<file path="src/rtl/multcyc_ctrl_unit_pkg.sv">
// ---------------------------------------------------------------------------
// multcyc_ctrl_unit_pkg
// Shared types for the multicycle controller: opcodes, ALU op codes, the
// datapath select encodings, controller states and trap causes.
// Optional feature macro used by the decoder: MULTCYC_LOGIC_IMM_EN.
// ---------------------------------------------------------------------------
package multcyc_ctrl_unit_pkg;

   localparam logic [5:0] OP_RR    = 6'h00;
   localparam logic [5:0] OP_J     = 6'h02;
   localparam logic [5:0] OP_BEQ   = 6'h04;
   localparam logic [5:0] OP_BNE   = 6'h05;
   localparam logic [5:0] OP_ADDI  = 6'h08;
   localparam logic [5:0] OP_ADDIU = 6'h09;
   localparam logic [5:0] OP_SLTI  = 6'h0A;
   localparam logic [5:0] OP_SLTIU = 6'h0B;
   localparam logic [5:0] OP_ANDI  = 6'h0C;
   localparam logic [5:0] OP_ORI   = 6'h0D;
   localparam logic [5:0] OP_XORI  = 6'h0E;
   localparam logic [5:0] OP_LUI   = 6'h0F;
   localparam logic [5:0] OP_LW    = 6'h23;
   localparam logic [5:0] OP_SW    = 6'h2B;

   typedef enum logic [3:0] {
      ALUOP_ADD  = 4'd0,
      ALUOP_SUB  = 4'd1,
      ALUOP_RR   = 4'd2,
      ALUOP_ADDU = 4'd3,
      ALUOP_AND  = 4'd4,
      ALUOP_OR   = 4'd5,
      ALUOP_XOR  = 4'd6,
      ALUOP_SLT  = 4'd7,
      ALUOP_SLTU = 4'd8,
      ALUOP_LUI  = 4'd9
   } alu_op_t;

   typedef enum logic {ADDR_PC = 1'b0, ADDR_ALUOUT = 1'b1} mem_addr_sel_t;

   typedef enum logic [1:0] {
      PC_PLUS4  = 2'd0,
      PC_BRANCH = 2'd1,
      PC_JMP    = 2'd2
   } nxt_pc_sel_t;

   typedef enum logic {SRCA_PC = 1'b0, SRCA_RS = 1'b1} alu_srca_sel_t;

   typedef enum logic [1:0] {
      SRCB_RT     = 2'd0,
      SRCB_FOUR   = 2'd1,
      SRCB_IMM    = 2'd2,
      SRCB_BEQIMM = 2'd3
   } alu_srcb_sel_t;

   typedef enum logic {WR_RT = 1'b0, WR_RD = 1'b1} wreg_dst_sel_t;

   typedef enum logic {WB_ALUOUT = 1'b0, WB_MEMDATA = 1'b1} wrbck_data_sel_t;

   typedef enum logic [1:0] {
      CAUSE_NONE        = 2'd0,
      CAUSE_ILLEGAL     = 2'd1,
      CAUSE_MEM_TIMEOUT = 2'd2
   } trap_cause_t;

   typedef enum logic [3:0] {
      ST_FETCH      = 4'd0,
      ST_DECODE     = 4'd1,
      ST_MEMADDR    = 4'd2,
      ST_MEMRD      = 4'd3,
      ST_MEMWR      = 4'd4,
      ST_MEMWRBCK   = 4'd5,
      ST_RREXEC     = 4'd6,
      ST_ALURRWRBCK = 4'd7,
      ST_BRANCH     = 4'd8,
      ST_JMP        = 4'd9,
      ST_IMMEXEC    = 4'd10,
      ST_ALURIWRBCK = 4'd11,
      ST_TRAP       = 4'd12
   } state_t;

   // States that hold mem_req high and wait on mem_ready (watched by the watchdog)
   function automatic logic is_mem_wait(input state_t s);
      return (s == ST_FETCH) || (s == ST_MEMRD) || (s == ST_MEMWR);
   endfunction

endpackage

</file>
<file path="src/rtl/multcyc_ctrl_unit_imm_dec.sv">
// ---------------------------------------------------------------------------
// multcyc_imm_dec
// Combinational decode of the immediate-ALU opcode group.
// Ports:
//   opcode   in  OPCODE_W  instruction opcode field
//   legal    out 1         opcode belongs to the immediate-ALU group
//   alu_op   out alu_op_t  ALU operation for ImmExec
//   imm_zext out 1         zero-extend imm16
// Macro MULTCYC_LOGIC_IMM_EN enables ANDI/ORI/XORI/SLTI/SLTIU/LUI; without it
// only ADDI/ADDIU are legal and imm_zext is always 0.
// ---------------------------------------------------------------------------
module multcyc_imm_dec
   import multcyc_ctrl_unit_pkg::*;
#(
   parameter int OPCODE_W = 6
) (
   input  logic [OPCODE_W-1:0] opcode,
   output logic                legal,
   output alu_op_t             alu_op,
   output logic                imm_zext
);

   always_comb begin
      legal    = 1'b0;
      alu_op   = ALUOP_ADD;
      imm_zext = 1'b0;
      case (opcode)
         OPCODE_W'(OP_ADDI):  begin legal = 1'b1; alu_op = ALUOP_ADD;  end
         OPCODE_W'(OP_ADDIU): begin legal = 1'b1; alu_op = ALUOP_ADDU; end
`ifdef MULTCYC_LOGIC_IMM_EN
         OPCODE_W'(OP_ANDI):  begin legal = 1'b1; alu_op = ALUOP_AND;  imm_zext = 1'b1; end
         OPCODE_W'(OP_ORI):   begin legal = 1'b1; alu_op = ALUOP_OR;   imm_zext = 1'b1; end
         OPCODE_W'(OP_XORI):  begin legal = 1'b1; alu_op = ALUOP_XOR;  imm_zext = 1'b1; end
         OPCODE_W'(OP_LUI):   begin legal = 1'b1; alu_op = ALUOP_LUI;  imm_zext = 1'b1; end
         OPCODE_W'(OP_SLTI):  begin legal = 1'b1; alu_op = ALUOP_SLT;  end
         OPCODE_W'(OP_SLTIU): begin legal = 1'b1; alu_op = ALUOP_SLTU; end
`endif
         default: ;
      endcase
   end

endmodule

</file>
<file path="src/rtl/multcyc_ctrl_unit.sv">
// ---------------------------------------------------------------------------
// multcyc_ctrl_unit
// Multicycle MIPS controller FSM with a handshaked variable-latency memory,
// a memory watchdog and a sticky trap state.
// Ports:
//   clk, reset (async, active high)
//   opcode, zero, mem_ready                      inputs from IR / ALU / memory
//   mem_req, mem_we, mem_addr_sel                memory control
//   ir_wr, pc_en, nxt_pc_sel                     IR / PC control
//   alu_srca_sel, alu_srcb_sel, alu_op, imm_zext ALU control
//   reg_wr, wreg_dst_sel, wrbck_data_sel         register file control
//   trap, trap_cause, state_dbg                  status
// Macro MULTCYC_LOGIC_IMM_EN (applied in multcyc_imm_dec) enables the
// immediate logic/compare group.
// ---------------------------------------------------------------------------
module multcyc_ctrl_unit
   import multcyc_ctrl_unit_pkg::*;
#(
   parameter int OPCODE_W    = 6,
   parameter int ALUOP_W     = 4,
   parameter int MEM_TIMEOUT = 16
) (
   input  logic                clk,
   input  logic                reset,
   input  logic [OPCODE_W-1:0] opcode,
   input  logic                zero,
   input  logic                mem_ready,
   output logic                mem_req,
   output logic                mem_we,
   output logic                mem_addr_sel,
   output logic                ir_wr,
   output logic                pc_en,
   output logic [1:0]          nxt_pc_sel,
   output logic                alu_srca_sel,
   output logic [1:0]          alu_srcb_sel,
   output logic [ALUOP_W-1:0]  alu_op,
   output logic                imm_zext,
   output logic                reg_wr,
   output logic                wreg_dst_sel,
   output logic                wrbck_data_sel,
   output logic                trap,
   output logic [1:0]          trap_cause,
   output logic [3:0]          state_dbg
);

   // A zero MEM_TIMEOUT disables the watchdog; keep the counter 1 bit wide then
   localparam int TO_W = (MEM_TIMEOUT > 0) ? $clog2(MEM_TIMEOUT + 1) : 1;
   localparam bit WD_EN = (MEM_TIMEOUT > 0);
   localparam logic [TO_W-1:0] WD_LIMIT = TO_W'((MEM_TIMEOUT > 0) ? MEM_TIMEOUT - 1 : 0);

   localparam logic [OPCODE_W-1:0] OPC_RR  = OPCODE_W'(OP_RR);
   localparam logic [OPCODE_W-1:0] OPC_J   = OPCODE_W'(OP_J);
   localparam logic [OPCODE_W-1:0] OPC_BEQ = OPCODE_W'(OP_BEQ);
   localparam logic [OPCODE_W-1:0] OPC_BNE = OPCODE_W'(OP_BNE);
   localparam logic [OPCODE_W-1:0] OPC_LW  = OPCODE_W'(OP_LW);
   localparam logic [OPCODE_W-1:0] OPC_SW  = OPCODE_W'(OP_SW);

   state_t          state;
   state_t          state_nxt;
   trap_cause_t     cause_q;
   trap_cause_t     cause_nxt;
   logic [TO_W-1:0] wd_cnt;
   logic            wd_expire;
   logic            waiting;

   logic            imm_legal;
   alu_op_t         imm_alu_op;
   logic            imm_zext_dec;

   logic            req_raw;
   logic            we_raw;
   logic            irwr_raw;
   logic            pcen_raw;
   logic            regwr_raw;
   logic            trap_raw;
   mem_addr_sel_t   addr_sel;
   nxt_pc_sel_t     npc_sel;
   alu_srca_sel_t   srca_sel;
   alu_srcb_sel_t   srcb_sel;
   alu_op_t         aop;
   logic            zext;
   wreg_dst_sel_t   wdst_sel;
   wrbck_data_sel_t wsrc_sel;

   multcyc_imm_dec #(.OPCODE_W(OPCODE_W)) u_imm_dec (
      .opcode   (opcode),
      .legal    (imm_legal),
      .alu_op   (imm_alu_op),
      .imm_zext (imm_zext_dec)
   );

   // The current cycle is the MEM_TIMEOUT-th consecutive wait cycle and memory
   // still has not answered; mem_ready in this same cycle takes priority.
   assign waiting   = is_mem_wait(state) && !mem_ready;
   assign wd_expire = WD_EN && waiting && (wd_cnt == WD_LIMIT);

   always_ff @(posedge clk or posedge reset) begin
      if (reset) begin
         state   <= ST_FETCH;
         cause_q <= CAUSE_NONE;
         wd_cnt  <= '0;
      end else begin
         state   <= state_nxt;
         cause_q <= cause_nxt;
         if (state_nxt != state)
            wd_cnt <= '0;
         else if (WD_EN && waiting)
            wd_cnt <= wd_cnt + TO_W'(1);
      end
   end

   always_comb begin
      state_nxt = state;
      cause_nxt = cause_q;
      case (state)
         ST_FETCH: begin
            if (mem_ready) begin
               state_nxt = ST_DECODE;
            end else if (wd_expire) begin
               state_nxt = ST_TRAP;
               cause_nxt = CAUSE_MEM_TIMEOUT;
            end
         end
         ST_DECODE: begin
            if (opcode == OPC_LW || opcode == OPC_SW)
               state_nxt = ST_MEMADDR;
            else if (opcode == OPC_RR)
               state_nxt = ST_RREXEC;
            else if (opcode == OPC_BEQ || opcode == OPC_BNE)
               state_nxt = ST_BRANCH;
            else if (opcode == OPC_J)
               state_nxt = ST_JMP;
            else if (imm_legal)
               state_nxt = ST_IMMEXEC;
            else begin
               state_nxt = ST_TRAP;
               cause_nxt = CAUSE_ILLEGAL;
            end
         end
         ST_MEMADDR: state_nxt = (opcode == OPC_LW) ? ST_MEMRD : ST_MEMWR;
         ST_MEMRD: begin
            if (mem_ready) begin
               state_nxt = ST_MEMWRBCK;
            end else if (wd_expire) begin
               state_nxt = ST_TRAP;
               cause_nxt = CAUSE_MEM_TIMEOUT;
            end
         end
         ST_MEMWR: begin
            if (mem_ready) begin
               state_nxt = ST_FETCH;
            end else if (wd_expire) begin
               state_nxt = ST_TRAP;
               cause_nxt = CAUSE_MEM_TIMEOUT;
            end
         end
         ST_RREXEC:  state_nxt = ST_ALURRWRBCK;
         ST_IMMEXEC: state_nxt = ST_ALURIWRBCK;
         ST_MEMWRBCK, ST_ALURRWRBCK, ST_ALURIWRBCK,
         ST_BRANCH, ST_JMP: state_nxt = ST_FETCH;
         ST_TRAP:    state_nxt = ST_TRAP;
         default:    state_nxt = ST_FETCH;
      endcase
   end

   always_comb begin
      req_raw   = 1'b0;
      we_raw    = 1'b0;
      irwr_raw  = 1'b0;
      pcen_raw  = 1'b0;
      regwr_raw = 1'b0;
      trap_raw  = 1'b0;
      addr_sel  = ADDR_PC;
      npc_sel   = PC_PLUS4;
      srca_sel  = SRCA_PC;
      srcb_sel  = SRCB_RT;
      aop       = ALUOP_ADD;
      zext      = 1'b0;
      wdst_sel  = WR_RT;
      wsrc_sel  = WB_ALUOUT;
      case (state)
         ST_FETCH: begin
            req_raw  = 1'b1;
            srcb_sel = SRCB_FOUR;
            irwr_raw = mem_ready;
            pcen_raw = mem_ready;
         end
         ST_DECODE: srcb_sel = SRCB_BEQIMM;
         ST_MEMADDR: begin
            srca_sel = SRCA_RS;
            srcb_sel = SRCB_IMM;
         end
         ST_MEMRD: begin
            req_raw  = 1'b1;
            addr_sel = ADDR_ALUOUT;
         end
         ST_MEMWR: begin
            req_raw  = 1'b1;
            we_raw   = 1'b1;
            addr_sel = ADDR_ALUOUT;
         end
         ST_MEMWRBCK: begin
            regwr_raw = 1'b1;
            wsrc_sel  = WB_MEMDATA;
         end
         ST_RREXEC: begin
            srca_sel = SRCA_RS;
            aop      = ALUOP_RR;
         end
         ST_ALURRWRBCK: begin
            regwr_raw = 1'b1;
            wdst_sel  = WR_RD;
         end
         ST_IMMEXEC: begin
            srca_sel = SRCA_RS;
            srcb_sel = SRCB_IMM;
            aop      = imm_alu_op;
            zext     = imm_zext_dec;
         end
         ST_ALURIWRBCK: regwr_raw = 1'b1;
         ST_BRANCH: begin
            srca_sel = SRCA_RS;
            aop      = ALUOP_SUB;
            npc_sel  = PC_BRANCH;
            pcen_raw = (opcode == OPC_BNE) ? !zero : zero;
         end
         ST_JMP: begin
            npc_sel  = PC_JMP;
            pcen_raw = 1'b1;
         end
         ST_TRAP: trap_raw = 1'b1;
         default: ;
      endcase
   end

   // Reset gates the enables combinationally so an in-flight request drops
   // immediately rather than at the next clock edge.
   assign mem_req        = req_raw   & ~reset;
   assign mem_we         = we_raw    & ~reset;
   assign ir_wr          = irwr_raw  & ~reset;
   assign pc_en          = pcen_raw  & ~reset;
   assign reg_wr         = regwr_raw & ~reset;
   assign trap           = trap_raw  & ~reset;
   assign mem_addr_sel   = addr_sel;
   assign nxt_pc_sel     = npc_sel;
   assign alu_srca_sel   = srca_sel;
   assign alu_srcb_sel   = srcb_sel;
   assign alu_op         = ALUOP_W'(aop);
   assign imm_zext       = zext;
   assign wreg_dst_sel   = wdst_sel;
   assign wrbck_data_sel = wsrc_sel;
   assign trap_cause     = cause_q;
   assign state_dbg      = state;

endmodule

</file>
<file path="config.mk">
export PLATFORM = sky130hd
export DESIGN_NAME = multcyc_ctrl_unit
export DESIGN_NICKNAME = d
export VERILOG_FILES = /design/src/rtl/multcyc_ctrl_unit_pkg.sv /design/src/rtl/multcyc_ctrl_unit_imm_dec.sv /design/src/rtl/multcyc_ctrl_unit.sv
export SDC_FILE = /design/constraint.sdc
export NUM_CORES = 1
export LEC_CHECK = 0
export BUFFER_PORTS_ARGS = -buffer_cell sky130_fd_sc_hd__buf_2
export CAP_MARGIN = 0
export CORE_MARGIN = 8
export CORE_UTILIZATION = 51
export CTS_CLUSTER_SIZE = 8
export DETAILED_ROUTE_END_ITERATION = 6
export PLACE_DENSITY = 0.79
export SLEW_MARGIN = 20
export SYNTH_ARGS = -nofsm -noshare
export SYNTH_HDL_FRONTEND = slang
export SYNTH_SLANG_ARGS = --single-unit
export TNS_END_PERCENT = 50
</file>
<file path="constraint.sdc">
create_clock -name clk -period 2.6 [get_ports clk]
set_clock_uncertainty 0.15 [all_clocks]
set_input_delay 0.52 -clock clk [delete_from_list [all_inputs] [get_ports clk]]
set_output_delay 0.52 -clock clk [all_outputs]
set_load 0.02 [all_outputs]
</file>
Word-level counts from Yosys, hierarchy flattened
Index checks and enable logic that the tools add are counted.
Widths: inputs -> output; s select.
- output and inout bits: 25
- input port bits: 10
- logic and storage cells: 95
- register bits: 11
- mux-type cells: 37
- add/subtract/negate cells: 1
- equal/unequal tests: 28
- bitwise logic cells: 7
- reduce and logical (&&, ||, !) cells: 19
- operators with widths (operator ; number):
    $pmux 4 s8 ; 1
    $mux 4 ; 6
    $eq 4x4->1 const B ; 5
    $eq 4x3->1 const B ; 4
    $mux 2 ; 8
    $eq 6x3->1 const B ; 2
    $eq 6x4->1 const B ; 2
    $eq 6x6->1 const B ; 2
    $mux 3 ; 4
    $ne 2x2->1 const B ; 6
    $pmux 4 s3 ; 1
    $mux 1 ; 11
    $mux 5 ; 2
    $eq 4x2->1 const B ; 2
    $pmux 2 s2 ; 2
    $reduce_and 8->1 ; 1
    $and 1x1->1 ; 6
    $eq 6x2->1 const B ; 1
    $logic_not 6->1 ; 1
    $pmux 2 s3 ; 1
    $reduce_or 2->1 ; 3
    $reduce_or 3->1 ; 2
    $add 5x1->5 const B ; 1
    $eq 5x4->1 const B ; 1
    11 further kinds ; 17

Depth between registers and ports, before layout
Gate-level depths: netlist of the first run.
- word-level depth: 11
- depth in mapped cells: 8
- gate-level depth less buffers: 8

By module
From an unflattened synthesis of the first run, not the netlist that was laid out.
- cells, all modules: 166
- area total of the unflattened synthesis: 1267.5 um^2
- modules (own cells, without submodules) (module ; times used ; area an instance (um^2) ; cells an instance ; sequential area each (um^2)):
    multcyc_ctrl_unit ; 1 ; 1207.4 ; 158 ; 275.3
    multcyc_imm_dec ; 1 ; 60.1 ; 8 ; 0.0

Least setup slack after synthesis of the first run
OpenSTA, ideal clock, no wires.
- path type: reg2out
- start: register state[0] (netlist: state_dbg[0])
- end: output port pc_en
- slack: -304 ps
- required time: 1930 ps
- arrival: 2234 ps
- cell stages (with the launch flop): 5
- path through: dfrtp_1 -> buf_2 -> clkbuf_1 -> o21ai_0 -> a2111oi_0
- cells in the longest elaborated chain, start to end: 3
- RTL lines (what ; line ; text):
    start: declaration ; multcyc_ctrl_unit.sv:58 ; state_t state;
    start signal: assignment ; multcyc_ctrl_unit.sv:103 ; state <= state_nxt;
    $eq 4x4->1 or $logic_not 4->1 (tied branches) ; multcyc_ctrl_unit.sv:181 ; case (state)
    $pmux 1 s3 (*) ; multcyc_ctrl_unit.sv:181 ;
    $and 1x1->1 (*) ; multcyc_ctrl_unit.sv:241 ; assign pc_en = pcen_raw & ~reset;
    end: declaration ; multcyc_ctrl_unit.sv:32 ; output logic pc_en,
Mark *: on every way between the ends. The rest lies on a longest branch, timed or not.

Final worst setup path of the first run
- start: input port opcode[1]
- end: output port pc_en
- cells in the longest elaborated chain, start to end: 4
- RTL lines (what ; line ; text):
    start: declaration ; multcyc_ctrl_unit.sv:25 ; input logic [OPCODE_W-1:0] opcode,
    $eq 6x3->1 ; multcyc_ctrl_unit.sv:225 ; pcen_raw = (opcode == OPC_BNE) ? !zero : zero;
    $mux 1 ; multcyc_ctrl_unit.sv:225 ;
    $pmux 1 s3 ; multcyc_ctrl_unit.sv:181 ;
    $and 1x1->1 ; multcyc_ctrl_unit.sv:241 ;
No other way between the ends.

==> metrics, run 1 <==
WP buf/inv 2; clk buf depth 2; area leader, netlist dfrtp_1; Primary FF master, synth dfrtp_1; Worst Setup Start Kind input port; Placement Cell Area 1310 um2; EDFF count, synth 0; antenna violations before repair 0; CP required 1.93 ns; CP max stage delay 0.43 ns; largest net degree at the start of global routing 26; root buf cell clkbuf_4; clk sink count 11; Post-Route WL 3400 um; die width 63.2 um; Wirelength per Cell 16.1 um; I/O Pins 35; Clock transition at path regs 0.07 ns; Initial DRC Count 80; sequential area share after synthesis 24.2%; RSZ-0062 raised after global routing true; Tot Pwr 0.00117 W; share of layout cells above drive strength 1 28.4%; DP Cell Count 205; Final Setup Violations 0; GPL Wtd Cong 0.914; Worst path slowest cell a2111oi_2; Hold Crit Class in -> async; Post-synth ARST share 100%; post-route cell area 1370 um2; Synthesis Warnings 0; Yosys cell types 45; Post-Syn Area per Cell 7.57 um2; vias in the first global route 1184; GRT Total Usage 16.1%; M1 WL 1430 um; drt drc 0; Core Area 2150 um2; CP Class in -> out; router iterations before antenna repair 4; Power per Cell Area 854 nW/um2; Row Count 17; commonest cells after routing, fill and taps aside buf_2 (29), nor2_1 (18), nand2b_1 (10), o21ai_0 (10), nand2_1 (10); most common cell after layout, fill and taps aside buf_2; maximum VDD drop 0.000623 V; MaxCap Viol Count 0; highest routed layer met4; Leak 0.661 nW; antenna-violating nets left 0; delay-heaviest family, CP compound AO/OA/AOI/OAI gates; Critical Path End Type output port; Final Hold Vio Count 0; Starting Density 52.9%; IO Port Bufs 31; hold_buf cts 0; first-pass GRT wire length 5490 um; Area Growth Syn to Fin 20.4%; worst-path maximum fanout 6; TritonCTS clock tree yes; routed wl met2 1630 um; die span in y 63.2 um; Pins Over Slew Limit 0; worst-margin pin slew 0.529 ns; met3 WL 291 um; GRT overflow 0; Mapped Area 1140 um2; critical-path cell list buf_8 -> and2b_1 -> nand4_1 -> xnor2_1 -> o21ai_1 -> a2111oi_2 -> buf_4; final worst path period share 97.7%; Post-Syn Instances 150; total CTS buffers 3; Arrival @ worst endpoint 1.87 ns; Clock Latency Late Sink 0.27 ns; ant diodes 0; area fraction of the dominant cell type after synthesis 24.2%; Post-DP HPWL 2500 um; Max transition margin 64.7%; Fillers 212; status completed; Synth area leaders dfrtp_1 (24%), nor2_1 (6.3%), nand2b_1 (5.5%); Max Fclk 394 MHz; number of vias per cell 5.95; Final Non-Filler Cells 211; die footprint 3990 um2; flops & latches, synth 11; Final #Nets 196; Vias 1255; H-tree depth 1; Final Critical Period 2.54 ns
tightest hold or removal path, stage by stage:
cell and delay (ns):
buf_2 0.13, inv_1 0.08, buf_4 0.20
per-layer routing:
layer | vias to the layer above | global-route usage [%]
li1 | 605 | -
met1 | 586 | 18.8
met2 | 56 | 27.3
met3 | 8 | 4.59
met4 | 0 | 5.57
met5 | - | 0
state kept, by name, summed over array words and instances (netlist names):
name        count
state_dbg       4
trap_cause      2
wd_cnt          5
Yosys cell counts, types with 2 or more instances:
master / count
and3_1: 4
a21oi_1: 7
and2b_1: 2
inv_1: 5
dfrtp_1: 11
clkbuf_1: 2
nor3_1: 3
o21ai_0: 11
buf_4: 3
nand2b_1: 10
nand4_1: 6
xor2_1: 4
buf_6: 2
nand3_1: 3
nor4_1: 6
nor2_1: 19
a211oi_1: 3
nand2_1: 10
xnor2_1: 3
nor3b_1: 3
nor2b_1: 4
nor4b_1: 2
buf_2: 4
ha_1: 2
repair_timing:
action,CTS,global route
setup endpoints to repair,0,4
gates resized for setup,0,8
buffers inserted,0,2
report_power, final:
part           internal (W)  leakage (nW)  switching, W
registers          0.000201         0.142      0.000110
logic              0.000290         0.504      0.000454
clock network     0.0000594        0.0150     0.0000539
total              0.000550         0.661      0.000618
worst paths after layout:
| path | to | from | depth (start not counted) | slack (ns) |
|---|---|---|---|---|
| max reg2reg | wd_cnt[3]$_DFFE_PP0P_ | state_dbg[2]$_DFF_PP0_ | 5 | 0.34 |
| min | state_dbg[2]$_DFF_PP0_ | reset | 3 | 0.16 |
| min reg2reg | trap_cause[1]$_DFFE_PP0P_ | trap_cause[1]$_DFFE_PP0P_ | 1 | 0.33 |
| min in group clk | trap_cause[1]$_DFFE_PP0P_ | trap_cause[1]$_DFFE_PP0P_ | 1 | 0.33 |
| max | pc_en | opcode[1] | 7 | 0.06 |
| max in group asynchronous | state_dbg[3]$_DFF_PP0_ | reset | 3 | 1.97 |
per-stage QoR:
step	setup TNS, ns	hold slack (ns)	utilization (%)	worst slack [ns]
final	0	0.160	63.7	0.0595
after global routing	-0.0494	0.165	63.7	-0.0494
after CTS	0	0.151	62.1	0.000304
after detailed placement	0	0.322	60.9	0.0876
after global placement	0	0.316	60.9	0.138
after floorplan	0	0.230	-	0.199
cells by family after synthesis:
| kind of cell | count (synthesis) | synth area share, % |
|---|---|---|
| and+or+nand+nor | 76 | 36.7 |
| AOI/OAI and AO/OA | 35 | 21.9 |
| buffers and inverters | 17 | 8.37 |
| DFF | 11 | 24.2 |
| xor gates and xnor gates | 7 | 5.40 |
| adders and majority gates | 2 | 2.20 |
| other | 1 | 0.330 |
| muxes | 1 | 0.881 |
area by class of cell:
class	instances	area [um2]	area share, %
Tap cell	28	35.0	2.56
Multi-Input combinational cell	124	782	57.2
Clock buffer	4	26.3	1.92
Inverter	5	18.8	1.37
Sequential cell	11	278	20.3
Timing Repair Buffer	39	228	16.7
(Power assumes the default switching activity.)
==> run 2, diff against run 1 <==
--- a/config.mk
+++ b/config.mk
@@ -8,12 +8,13 @@
 export BUFFER_PORTS_ARGS = -buffer_cell sky130_fd_sc_hd__buf_2
 export CAP_MARGIN = 0
 export CORE_MARGIN = 8
-export CORE_UTILIZATION = 51
+export CORE_UTILIZATION = 52
 export CTS_CLUSTER_SIZE = 8
 export DETAILED_ROUTE_END_ITERATION = 6
-export PLACE_DENSITY = 0.79
+export PLACE_DENSITY = 0.8
 export SLEW_MARGIN = 20
 export SYNTH_ARGS = -nofsm -noshare
 export SYNTH_HDL_FRONTEND = slang
+export SYNTH_HIERARCHICAL = 1
 export SYNTH_SLANG_ARGS = --single-unit
 export TNS_END_PERCENT = 50
==> metrics, run 2 <==
status completed; MaxCap Viol Count 0 (unchanged); Clock Latency Late Sink 0.28 ns (about the same); Post-CTS Setup Repair Bufs 0 (unchanged); CP Class in -> out; DP Cell Count 220 (+7.3%); r2r setup slk 0.17 ns (-0.17 ns); largest net degree at the start of global routing 21 (-19%); max FFs per register 5 (unchanged); Hold Crit Class in -> async; Synth Area in Compound Gates 22.4% (+0.49 points); first-pass GRT wire length 6050 um (+10%); Wirelength per Cell 15.9 um (-1.7%); Row Count 18 (+1); final worst path period share 96.8% (-0.90 points); Max Fclk 397 MHz (+0.93%); Critical Path End Type output port; root buf cell clkbuf_4; hold_buf cts 0 (unchanged); clk sink count 11 (unchanged); router iterations before antenna repair 4 (unchanged); area fraction of the dominant cell type after synthesis 21.7% (-2.5 points); Yosys cell types 56 (+24%); drt drc 0 (unchanged); sequential area share after synthesis 21.7% (-2.5 points); commonest cells after routing, fill and taps aside buf_2 (29), nor2_1 (25), nand2_1 (11), dfrtp_1 (10), a21oi_1 (9); share of layout cells above drive strength 1 36.1% (+7.7 points); most frequent cells after synthesis nor2_1 (26), dfrtp_1 (11), nand2_1 (11); clk buf depth 2 (unchanged); maximum VDD drop 0.000497 V (-20%); TritonCTS clock tree yes; Post-DP HPWL 2800 um (+12%); Final Critical Period 2.52 ns (-0.0235 ns); worst-path maximum fanout 4 (-2); I/O Pins 35 (unchanged); Mapped Area 1270 um2 (+12%); min setup slack post-route 0.0830 ns (+0.0235 ns); Post-Syn Instances 166 (+11%); GRT Total Usage 17.4% (+1.3 points); Tot Pwr 0.00128 W (+9.8%); Clock transition at path regs 0.07 ns (about the same); total CTS buffers 3 (unchanged); Primary FF master, synth dfrtp_1; antenna-violating nets left 0 (unchanged); Pins Over Slew Limit 0 (unchanged); Core Area 2390 um2 (+11%); dpl ws -0.0538 ns (-0.141 ns); Post-Route WL 3550 um (+4.4%); Post-Synth Simple-Gate Area 36.5% (-0.15 points); GRT overflow 0 (unchanged); Max transition margin 59.8% (-5.0 points); worst-margin pin slew 0.603 ns (+0.0743 ns); most common cell after layout, fill and taps aside buf_2; die width 65.4 um (+3.4%); Biggest register wd_cnt; Area Growth Syn to Fin 15.9%; Initial DRC Count 147 (+84%); Synth Area in Adders 2.86% (+0.66 points); Worst Setup Start Kind input port; Power per Cell Area 873 nW/um2 (+2.2%); vias in the first global route 1320 (+11%); largest family of logic cells by synthesized area simple AND/OR/NAND/NOR gates; number of vias per cell 6.04 (+1.5%); Final Setup Violations 0 (unchanged); CP required 1.93 ns (about the same); post-route cell area 1470 um2 (+7.4%); mux cell area share after synthesis 1.58% (+0.70 points); worst reg-to-reg path cell count 9 (+4); Arrival @ worst endpoint 1.85 ns (-0.02 ns); Leak 0.695 nW (+5.2%); IO Port Bufs 31 (unchanged); GPL Wtd Cong 0.886 (-3.0%); Final #Nets 207 (+5.6%); flops & latches, synth 11 (unchanged); Synth area leaders dfrtp_1 (22%), nor2_1 (7.7%), clkbuf_8 (4.3%); die span in y 65.4 um (+3.4%); Synthesis Warnings 6 (+6); die footprint 4270 um2 (+7.0%); Vias 1352 (+7.7%); most frequent cell after synthesis nor2_1; Post-synth ARST share 100% (unchanged); Starting Density 53.1% (+0.21 points); EDFF count, synth 0 (unchanged); area leader, netlist dfrtp_1; Final Non-Filler Cells 224 (+6.2%); ant diodes 0 (unchanged); xor-xnor portion of the synthesized cell area 3.46% (-1.9 points); Final Hold Vio Count 0 (unchanged); antenna violations before repair 0 (unchanged); Post-Syn Area per Cell 7.64 um2 (+0.81%); Placement Cell Area 1400 um2 (+6.6%); RSZ-0062 raised after global routing true; H-tree depth 1 (unchanged)
## run 2: cell count changes in the layout (fill, tap and decap cells not counted), sizes merged, moves of 3 or more
| cell | delta |
|---|---|
| nor2 | +8 |
| nor3 | +8 |
| nand4 | -5 |
| a211oi | -3 |
| and3 | +3 |
| nand2b | -7 |
## run 2: layout make-up
| cell class | count | area [um2] |
|---|---|---|
| flip-flops and latches | 11 | 277 |
| repair buffers | 38 | 216 |
| well taps | 30 | 37.5 |
| multi-input cells | 137 | 897 |
| fillers | 241 | 918 |
| clock buffers | 4 | 26.3 |
| inverters | 4 | 15.0 |
## run 2: metrics by stage
stage | util (%) | setup TNS (ns) | hold slack [ns]
after detailed placement | 58.4 | -0.131 | 0.315
final | 61.5 | 0 | 0.117
after floorplan | - | 0 | 0.228
after CTS | 59.8 | 0 | 0.122
after global placement | 58.4 | 0 | 0.307
after global routing | 61.5 | -0.0481 | 0.144
## run 2: final timing paths
kind,startpoint,endpoint
max,opcode[5],pc_en
min,reset,state_dbg[2]$_DFF_PP0_
max reg2reg,wd_cnt[0]$_DFFE_PP0P_,wd_cnt[4]$_DFFE_PP0P_
min reg2reg,trap_cause[0]$_DFFE_PP0P_,trap_cause[0]$_DFFE_PP0P_
max in group asynchronous,reset,state_dbg[1]$_DFF_PP0_
min in group clk,trap_cause[0]$_DFFE_PP0P_,trap_cause[0]$_DFFE_PP0P_
## run 2: what timing repair did
item | in CTS | in global routing
resized for setup | 1 | 14
pin swaps | 0 | 6
endpoints found under the setup margin | 1 | 7
## run 2: where the power goes
part	internal, W	switching (W)
logic	0.000333	0.000513
clock network	0.0000596	0.0000606
registers	0.000206	0.000110
## run 2: metal layers
| layer | vias up | GRT usage (%) | wire length, um |
|---|---|---|---|
| met3 | 9 | 4.93 | 325 |
| met4 | 0 | 6.54 | 66 |
| li1 | 647 | - | - |
| met2 | 56 | 28.5 | 1730 |
| met5 | - | 0 | 0 |
| met1 | 640 | 20.9 | 1430 |
## run 2: kinds of logic after synthesis
kind of cell | Yosys count
XOR/XNOR | 5
buffers and inverters | 20
AND/OR/NAND/NOR | 84
adder cells (fa/ha/maj) | 3
multiplexers | 2
flip-flops | 11
other | 1
AO/OA/AOI/OAI | 40
## run 2: critical path, stage by stage
cell,delay (ns)
buf_2,0.14
nor3_4,0.23
nand3_2,0.14
xnor2_2,0.18
o21ai_2,0.07
a2111oi_2,0.37
buf_4,0.20
